File: config.mk
export PLATFORM = sky130hd
export DESIGN_NAME = midi_in_rx
export DESIGN_NICKNAME = d
export VERILOG_FILES = /design/src/rtl/midi_in_rx.sv
export SDC_FILE = /design/constraint.sdc
export NUM_CORES = 1
export LEC_CHECK = 0
export CELL_PAD_IN_SITES_DETAIL_PLACEMENT = 0
export CELL_PAD_IN_SITES_GLOBAL_PLACEMENT = 1
export CORE_ASPECT_RATIO = 0.6
export CORE_MARGIN = 2
export CORE_UTILIZATION = 45
export CTS_CLUSTER_DIAMETER = 100
export CTS_CLUSTER_SIZE = 25
export DETAILED_ROUTE_END_ITERATION = 8
export MAX_ROUTING_LAYER = met4
export PLACE_DENSITY = 0.82
export SLEW_MARGIN = 20
export SYNTH_ARGS = -nofsm -noshare
export SYNTH_HDL_FRONTEND = slang
export SYNTH_SLANG_ARGS = --single-unit
File: constraint.sdc
create_clock -name clk -period 3.12 [get_ports clk]
set_clock_uncertainty 0.1 [all_clocks]
set_input_delay 0.468 -clock clk [delete_from_list [all_inputs] [get_ports clk]]
set_output_delay 0.468 -clock clk [all_outputs]
set_load 0.05 [all_outputs]
File: src/rtl/midi_in_rx.sv
// -----------------------------------------------------------------------------
// midi_in_rx
//   MIDI serial receiver (8N1, LSB first, 31250 baud at 50 MHz by default).
//   Received bytes are assembled into 3-byte channel messages. Running status
//   is supported. Realtime bytes (F8-FF) are ignored.
//
// Ports
//   clk        : system clock. All logic runs on the rising edge.
//   reset      : asynchronous, active-high reset.
//   serial     : MIDI line. Idle high. Asynchronous to clk.
//   out_bytes  : last complete message {status, data1, data2}.
//   out_valid  : one-cycle pulse when out_bytes updates.
//   frame_err  : one-cycle pulse when a stop bit samples low.
//   state      : current receiver FSM state (debug).
// -----------------------------------------------------------------------------
`timescale 1ns/1ps

module midi_in_rx #(
   parameter int CLKS_PER_BIT = 1600,
   parameter int SYNC_STAGES  = 2
) (
   input  logic        clk,
   input  logic        reset,
   input  logic        serial,
   output logic [23:0] out_bytes,
   output logic        out_valid,
   output logic        frame_err,
   output logic [3:0]  state
);

   // Sized so the counter reaches CLKS_PER_BIT-1 without wrapping.
   localparam int CNT_W = $clog2(CLKS_PER_BIT + 1);
   localparam logic [CNT_W-1:0] FULL_LAST = CNT_W'(CLKS_PER_BIT - 1);
   localparam logic [CNT_W-1:0] HALF_LAST = CNT_W'(CLKS_PER_BIT / 2 - 1);
   localparam logic [CNT_W-1:0] CNT_ZERO  = {CNT_W{1'b0}};
   localparam logic [CNT_W-1:0] CNT_ONE   = CNT_W'(1);

   typedef enum logic [3:0] {
      ST_IDLE      = 4'd0,
      ST_START     = 4'd1,
      ST_DATA      = 4'd2,
      ST_STOP      = 4'd3,
      ST_WAIT_HIGH = 4'd4
   } state_t;

   logic [SYNC_STAGES-1:0] sync_r;
   logic                   line_s;

   state_t           state_r;
   logic [CNT_W-1:0] clk_cnt_r;
   logic [2:0]       bit_idx_r;
   logic [7:0]       shift_r;
   logic [7:0]       status_r;
   logic             have_status_r;
   logic [7:0]       data1_r;
   logic             idx_r;
   logic [23:0]      out_bytes_r;
   logic             out_valid_r;
   logic             frame_err_r;

   // Input synchronizer. Reset loads ones so a reset never looks like a start bit.
   always_ff @(posedge clk or posedge reset) begin
      if (reset) begin
         sync_r <= {SYNC_STAGES{1'b1}};
      end else begin
         sync_r <= {sync_r[SYNC_STAGES-2:0], serial};
      end
   end

   assign line_s = sync_r[SYNC_STAGES-1];

   // Receiver FSM, byte shifter, and message assembly, with registered outputs.
   always_ff @(posedge clk or posedge reset) begin
      if (reset) begin
         state_r       <= ST_IDLE;
         clk_cnt_r     <= CNT_ZERO;
         bit_idx_r     <= 3'd0;
         shift_r       <= 8'h00;
         status_r      <= 8'h00;
         have_status_r <= 1'b0;
         data1_r       <= 8'h00;
         idx_r         <= 1'b0;
         out_bytes_r   <= 24'h000000;
         out_valid_r   <= 1'b0;
         frame_err_r   <= 1'b0;
      end else begin
         out_valid_r <= 1'b0;
         frame_err_r <= 1'b0;
         case (state_r)
            ST_IDLE: begin
               clk_cnt_r <= CNT_ZERO;
               if (!line_s) begin
                  state_r <= ST_START;
               end else begin
                  state_r <= ST_IDLE;
               end
            end
            ST_START: begin
               // Resample at half a bit. This rejects glitches and aligns
               // later samples to mid-bit.
               if (clk_cnt_r == HALF_LAST) begin
                  clk_cnt_r <= CNT_ZERO;
                  bit_idx_r <= 3'd0;
                  if (!line_s) begin
                     state_r <= ST_DATA;
                  end else begin
                     state_r <= ST_IDLE;
                  end
               end else begin
                  clk_cnt_r <= clk_cnt_r + CNT_ONE;
               end
            end
            ST_DATA: begin
               if (clk_cnt_r == FULL_LAST) begin
                  clk_cnt_r <= CNT_ZERO;
                  shift_r   <= {line_s, shift_r[7:1]};
                  if (bit_idx_r == 3'd7) begin
                     state_r <= ST_STOP;
                  end else begin
                     bit_idx_r <= bit_idx_r + 3'd1;
                  end
               end else begin
                  clk_cnt_r <= clk_cnt_r + CNT_ONE;
               end
            end
            ST_STOP: begin
               if (clk_cnt_r == FULL_LAST) begin
                  clk_cnt_r <= CNT_ZERO;
                  if (line_s) begin
                     state_r <= ST_IDLE;
                     if (shift_r >= 8'hF8) begin
                        // Realtime byte: leaves message assembly untouched.
                        idx_r <= idx_r;
                     end else if (shift_r[7]) begin
                        status_r      <= shift_r;
                        have_status_r <= 1'b1;
                        idx_r         <= 1'b0;
                     end else if (!have_status_r) begin
                        idx_r <= 1'b0;
                     end else if (!idx_r) begin
                        data1_r <= shift_r;
                        idx_r   <= 1'b1;
                     end else begin
                        // Status is kept so that running status works.
                        out_bytes_r <= {status_r, data1_r, shift_r};
                        out_valid_r <= 1'b1;
                        idx_r       <= 1'b0;
                     end
                  end else begin
                     frame_err_r <= 1'b1;
                     state_r     <= ST_WAIT_HIGH;
                  end
               end else begin
                  clk_cnt_r <= clk_cnt_r + CNT_ONE;
               end
            end
            ST_WAIT_HIGH: begin
               if (line_s) begin
                  state_r <= ST_IDLE;
               end else begin
                  state_r <= ST_WAIT_HIGH;
               end
            end
            default: begin
               state_r <= ST_IDLE;
            end
         endcase
      end
   end

   assign out_bytes = out_bytes_r;
   assign out_valid = out_valid_r;
   assign frame_err = frame_err_r;
   assign state     = state_r;

endmodule

==> impl_metrics.env <==
export IMPL_outcome="finished, final reports clean"
export IMPL_drive_gt1_share_pct=27.44
export IMPL_synth_simple_area_share_pct=11.87
export IMPL_grt_overflow=0
export IMPL_dr_total_vias=1844
export IMPL_max_stage_delay_ns=0.83
export IMPL_power_frac_comb_pct=1.8
export IMPL_die_w_um=108.9
export IMPL_dp_cells=334
export IMPL_numPortBuffers=29
export IMPL_coreArea_um2=6248
export IMPL_yosys_warnings=0
export IMPL_synth_top_area_share_pct=54.74
export IMPL_grt_pass1_vias=1786
export IMPL_synthDistinctLibCells=42
export IMPL_setup_viol_count_final=0
export IMPL_p_sw_share_pct=21.20
export IMPL_hpwl_um=3672
export IMPL_drv_cap=0
export IMPL_p_clk_share_pct=47.2
export IMPL_pwr_share_seq_pct=51.0
export IMPL_setup_tns_ns=0
export IMPL_wl_per_cell_um=15.81
export IMPL_clkSinkCount=67
export IMPL_synth_xor_area_share_pct=1.179
export IMPL_yosys_area_top_type="dfrtp_1"
export IMPL_net_switching_power_mw=0.3625
export IMPL_hp_class="register to register"
export IMPL_postRouteAntennaNets=0
export IMPL_hold_violations=0
export IMPL_ys_top_cells_by_area="dfrtp_1 55%, mux2_2 9.9%, mux2_4 9.6%, dfstp_2 1.8%, nand2_1 1.5%"
export IMPL_hold_buffers=0
export IMPL_cpMaxStageDelayCell="clkdlybuf4s50_1"
export IMPL_p_per_area_nw_per_um2=478.0
export IMPL_critPathArrivalTime_ns=1.84
export IMPL_drv_slew=0
export IMPL_critical_path_class="register to output port"
export IMPL_fin_crit_ns=2.408
export IMPL_netlist_instances=226
export IMPL_crit_buf_inv=2
export IMPL_die_h_um=66.95
export IMPL_drc=0
export IMPL_fmax_ghz=0.4154
export IMPL_post_cts_setup_buffers=0
export IMPL_critical_path_top_delay_family="buffers and inverters"
export IMPL_path_cells="buf_4, clkdlybuf4s50_1"
export IMPL_ioPinCount=33
export IMPL_p_leak_nw=1.729
export IMPL_cts_max_path_buffers=2
export IMPL_routed_wl_um=5535
export IMPL_clk_pin_slew_ns=0.07
export IMPL_final_cells=350
export IMPL_cts_buffers=9
export IMPL_p_total_mw=1.710
export IMPL_clockRootBuffer="clkbuf_8"
export IMPL_worstMarginPinSlew_ns=0.6710
export IMPL_via_per_inst=5.269
export IMPL_fillers=506
export IMPL_num_antenna_cells=0
export IMPL_dieArea_um2=7291
export IMPL_syn_avg_cell_area_um2=13.15
export IMPL_start_kind="register"
export IMPL_synthAdderAreaFrac_pct=1.263
export IMPL_synth_area_um2=2972
export IMPL_synth_compound_area_share_pct=6.442
export IMPL_drt_iter0_drc=63
export IMPL_clkLatencyLatePin_ns=0.35
export IMPL_cp_required_ns=2.55
export IMPL_endpoint_kind="output port"
export IMPL_ys_seq_elements=67
export IMPL_place_gp_congestion=0.7844
export IMPL_start_util_pct=47.56
export IMPL_rsz0062_at_grt="false"
export IMPL_grt_max_degree=68
export IMPL_h_tree_depth=3
export IMPL_antenna_found_initial=0
export IMPL_worstPathMaxFanout=14
export IMPL_fin_crit_sh_pct=77.17
export IMPL_vdd_ir_drop_max_uv=190.9
export IMPL_rows=22
export IMPL_area_growth_pct=20.38
export IMPL_slew_headroom_pct=55.10
export IMPL_synth_top_family_by_area="multiplexers"
export IMPL_synthMuxAreaShare_pct=19.45
export IMPL_power_internal_mw=1.347
export IMPL_cts_tree="yes"
export IMPL_nNetsFinal=267
export IMPL_grt_pass1_wl_um=9287
export IMPL_drt_pass1_iterations=4
export IMPL_grtUsageTotal_pct=18.00
export IMPL_cts_repair_resized=0
export IMPL_ys_seq_area_share_pct=56.51
[sequential cells by signal, summed over array words and instances, names as in the netlist]
register	count
out_valid	1
out_bytes	22
status_r	8
shift_r	8
bit_idx_r	3
sync_r	2
idx_r	1
clk_cnt_r	11
state	3
frame_err	1
data1_r	7
[placed cells by master (no fill, tap or decap), types with 5 or more instances in the layout]
| cell type | count |
|---|---|
| a21oi_1 | 5 |
| clkbuf_8 | 10 |
| clkdlybuf4s50_1 | 29 |
| dfrtp_1 | 65 |
| mux2_2 | 26 |
| mux2_4 | 19 |
| nand2_1 | 12 |
| nand3_1 | 8 |
| nor2_1 | 11 |
| o21ai_0 | 7 |
[metal layers]
metal	GRT usage, %	vias up	share of wire [%]
li1	-	879	-
met1	26.62	913	54
met2	21.89	42	39
met3	6.164	10	4.5
met4	7.212	0	2.2
met5	-	-	0
[through the flow]
| step | utilization, % | hold slack [ns] | instance area, um^2 | setup slack (ns) |
|---|---|---|---|---|
| after detailed placement | 53.62 | 0.2482 | 3351 | 0.7334 |
| after CTS | 57.25 | 0.2589 | 3577 | 0.7103 |
| after global placement | 53.62 | 0.2469 | 3351 | 0.7740 |
| after floorplan | - | 0.2452 | 2979 | 0.7226 |
| after global routing | 57.25 | 0.2655 | 3577 | 0.6117 |
| final | 57.25 | 0.2585 | 3577 | 0.7124 |
[final timing paths]
path                              startpoint             to  slack [ns]  depth (start not counted)
worst min register to register     sync_r[0]      sync_r[1]        0.26                          0
worst min-delay path               sync_r[0]      sync_r[1]        0.26                          0
worst max-delay path                state[2]       state[2]        0.71                          2
min in group asynchronous              reset   clk_cnt_r[7]        0.41                          3
max in group asynchronous              reset      sync_r[1]        2.18                          3
worst max register to register  clk_cnt_r[0]  out_bytes[12]        0.71                          7
[worst reg2reg max path, cell delays in order, from the launching register on]
cell and delay [ns]:
dfrtp_1 0.39, ha_1 0.23, and4_1 0.28, and4_1 0.23, nand3_1 0.09, or3_1 0.36, buf_4 0.26, mux2_4 0.35
[synthesized netlist by cell type (all sizes together)]
| cell type | number |
|---|---|
| o21ai | 7 |
| a2111oi | 1 |
| dfrtp | 65 |
| buf | 8 |
| nor4b | 2 |
| o41ai | 1 |
| xor2 | 4 |
| a22o | 3 |
| and4 | 3 |
| and3 | 2 |
| and2 | 3 |
| a31oi | 1 |
| conb | 1 |
| inv | 5 |
| nand4 | 3 |
| nand3 | 8 |
| a21oi | 5 |
| a221o | 1 |
| o21bai | 4 |
| nand2b | 3 |
| nor2 | 11 |
| clkbuf | 4 |
| a41oi | 1 |
| dfstp | 2 |
| and3b | 1 |
| nor3b | 2 |
| or3 | 1 |
| mux2 | 45 |
| ha | 3 |
| o2bb2ai | 1 |
| nor4 | 3 |
| nor2b | 1 |
| a21o | 2 |
| nor3 | 4 |
| a311oi | 1 |
| nand2 | 12 |
| or3b | 2 |
[kinds of logic after synthesis]
| group | Yosys count |
|---|---|
| AOI/OAI and AO/OA | 28 |
| xor gates and xnor gates | 4 |
| adders and majority gates | 3 |
| buffers and inverters | 17 |
| DFF | 67 |
| muxes | 45 |
| other | 1 |
| and+or+nand+nor | 61 |
[power groups by stage]
stage	combinational, mW	sequential, mW	clock [mW]
3_3_place_gp	0.0323	0.889	0
4_1_cts	0.0326	0.872	0.826
2_1_floorplan	0.0248	0.888	0
5_1_grt	0.0350	0.872	0.867
3_5_place_dp	0.0328	0.889	0
6_report	0.0311	0.872	0.806
[area by class of cell]
type / instances / area [um^2] / area share, %
tap: 84 / 105.1 / 2.938
sequential: 67 / 1679 / 46.94
timing repair buffer: 34 / 340.3 / 9.514
clock inverter: 6 / 88.84 / 2.483
multi-input combinational: 144 / 1207 / 33.75
clock buffer: 10 / 137.6 / 3.847
inverter: 5 / 18.77 / 0.5247
(Power assumes the default switching activity.)
==> patch: new RTL, same settings <==
The parameter `CLKS_PER_BIT` goes from 1600 to 6400.
--- a/src/rtl/midi_in_rx.sv
+++ b/src/rtl/midi_in_rx.sv
@@ -16,7 +16,7 @@
 `timescale 1ns/1ps
 
 module midi_in_rx #(
-   parameter int CLKS_PER_BIT = 1600,
+   parameter int CLKS_PER_BIT = 6400,
    parameter int SYNC_STAGES  = 2
 ) (
    input  logic        clk,
Function: same outputs for any inputs over 10 cycles, from zero or initial values and one cycle with reset high; that may be too few to reach the edited logic, so the function may still have changed.
==> patch against the unedited design <==
- count of clock-buffer cells in the layout unchanged
- critical path depth up 5
- wire length up 3.3%
- final cell count up 4.9%
- synthesized area up 2.2%
- total power up 0.15%
- global-route usage down 0.74 points
- design area up 2.8%
- worst setup slack worse by 270 ps
- sequential power up 3.0%
- via count up 2.5%
- die area up 2.1%
- sequential cell count up 2
- largest cell class unchanged
==> patch: results (changes against the unedited design) <==
- The pin slew with the least headroom to its limit is 553 ps (-117 ps).
- The total placed instance area is 0.00346 mm2 (+3.3%).
- The length of the first detailed-routing pass in iterations is 4 (unchanged).
- The routability congestion estimate is 0.785 (about the same).
- The standby leakage power is 1.79 nW (+3.4%).
- The estimated wirelength of the detail-placed design is 3840 um (+4.7%).
- The initial antenna violation count was 0 (unchanged).
- In this run the most critical hold path is launched from sync_r[0]$_DFF_PP1_.
- The fraction of the yosys area taken by sequential cells is 56.9% (+0.41 points).
- Sorting the synthesized cells by area gives the leading types as dfrtp_1, mux2_4, mux2_2.
- The number of nets at the end of the flow was 281 (+5.2%).
- The average vias per placed instance is 5.15 (-2.3%).
- The count of port buffers added during placement is 29 (unchanged).
- The wire length the detailed router placed on met1 is 3090 um (+3.7%).
- The total length of routed met2 wires is 2340 um (+6.9%).
- By count the netlist is led by dfrtp_1, mux2_2, mux2_4, nand2_1, nor2_1.
- The largest net degree at the start of global routing is 70 (+2.9%).
- The cell total after placement is 351 (+5.1%).
- The total clock buffers created by CTS came to 9 (unchanged).
- The routed wirelength normalized by instance count is 15.6 um (-1.4%).
- The via count of the first global-routing pass was 1722 (-3.6%).
- The proportion of synthesized flip-flops having asynchronous set or reset came to 100% (unchanged).
- Grouping stages by cell kind, the critical path spends the most delay in simple AND/OR/NAND/NOR gates.
- The fraction of layout cells with a size suffix above 1 came to 27.1% (-0.30 points).
- The number of distinct library cells after synthesis came to 40 (-4.8%).
- The routed via count is 1890 (+2.5%).
- The arrival time at the worst endpoint is 2800 ps (+960 ps).
- The total inserted antenna cells is 0 (unchanged).
- The critical path starts at clk_cnt_r[0]$_DFFE_PP0P_.
- The peak fanout along the critical path came to 12 (-2).
- The wire length of the first global-routing pass is 9070 um (-2.3%).
- The overall track demand over capacity in global routing is 17.3% (-0.74 points).
- The average cell area after synthesis was 13.0 um2 (-0.84%).
- The DRC violation total after the first TritonRoute iteration is 71 (+13%).
- The count of warnings emitted by yosys is 0 (unchanged).
- The biggest cell delay along the critical path is 410 ps (-420 ps).
- The post-cts resize count came to 0 (unchanged).
- The area growth from synthesis to layout is 21.0%.
- The worst vdd rail ir drop is 0.000278 V (+46%).
- The final-layout fill cell count came to 547 (+8.1%).
- The flow ran to the end, and the final reports show no timing, DRC or antenna violations.
- On the critical path, the stage with the largest delay is an instance of nor4_2.
==> patch: changes by cell type after synthesis, moves of 3 or more <==
cell,unedited run,this run
nand2b_1,3,7
nor3_1,4,1
a21oi_1,5,11
inv_1,5,10
o21bai_1,4,0
buf_2,3,0
a31oi_1,1,4
nor2_1,11,14
clkbuf_1,4,1
mux2i_1,0,3
xnor2_1,0,3
xor2_1,4,0
==> patch: cell families (layout without fill, tap and decap cells) <==
logic type | Yosys count | after routing | share of synthesized area, %
compound gates | 34 | 34 | 7.58
xor+xnor | 3 | 3 | 0.865
fa+ha+maj | 3 | 3 | 1.24
buf+inv | 18 | 63 | 3.46
flops | 69 | 69 | 56.9
mux | 45 | 45 | 18.8
other cells | 1 | 3 | 0.123
simple gates | 60 | 60 | 11.0
==> patch: final cells by class <==
| type | instances | share of cell area (%) |
|---|---|---|
| Clock inverter | 6 | 2.38 |
| Clock buffer | 10 | 3.47 |
| Tap cell | 87 | 2.96 |
| Sequential cell | 69 | 47.0 |
| Multi-Input combinational cell | 148 | 32.9 |
| Inverter | 10 | 1.02 |
| Timing Repair Buffer | 37 | 10.2 |
==> patch: routing by layer <==
layer	GRT usage (%)	up-vias
met2	21.0	36
met5	-	-
met3	6.37	4
met4	5.22	0
met1	25.9	941
li1	-	909
==> patch: path summary, 6_finish.rpt <==
check / endpoint / depth (start not counted) / slack (ps)
max: out_bytes[5]$_DFFE_PP0P_ / 7 / 440
min: sync_r[1]$_DFF_PP1_ / 0 / 260
max reg2reg: out_bytes[5]$_DFFE_PP0P_ / 7 / 440
min reg2reg: sync_r[1]$_DFF_PP1_ / 0 / 260
max in group asynchronous: sync_r[1]$_DFF_PP1_ / 3 / 2170
min in group asynchronous: clk_cnt_r[7]$_DFFE_PP0P_ / 3 / 420
==> patch: per-stage QoR <==
| step | worst slack, ps | total power [W] | util [%] | hold slack, ps |
|---|---|---|---|---|
| after floorplan | 815 | 0.000939 | - | 245 |
| after global placement | 620 | 0.000946 | 52.5 | 246 |
| after detailed placement | 461 | 0.000947 | 52.5 | 247 |
| after CTS | 452 | 0.00173 | 55.8 | 258 |
| after global routing | 290 | 0.00178 | 55.8 | 263 |
| final | 441 | 0.00171 | 55.8 | 258 |
==> patch: worst register-to-register path: stages (launching register included) <==
cell,delay (ps)
dfrtp_1,390
ha_1,230
nand3_1,240
nor4_2,410
and4_1,390
nand4_4,270
buf_12,240
mux2_4,300
==> patch: power by group <==
part           switching (W)  total [W]  internal [W]
clock               0.000334   0.000784      0.000450
sequential        0.00000127   0.000898      0.000896
combinational      0.0000253  0.0000305    0.00000516
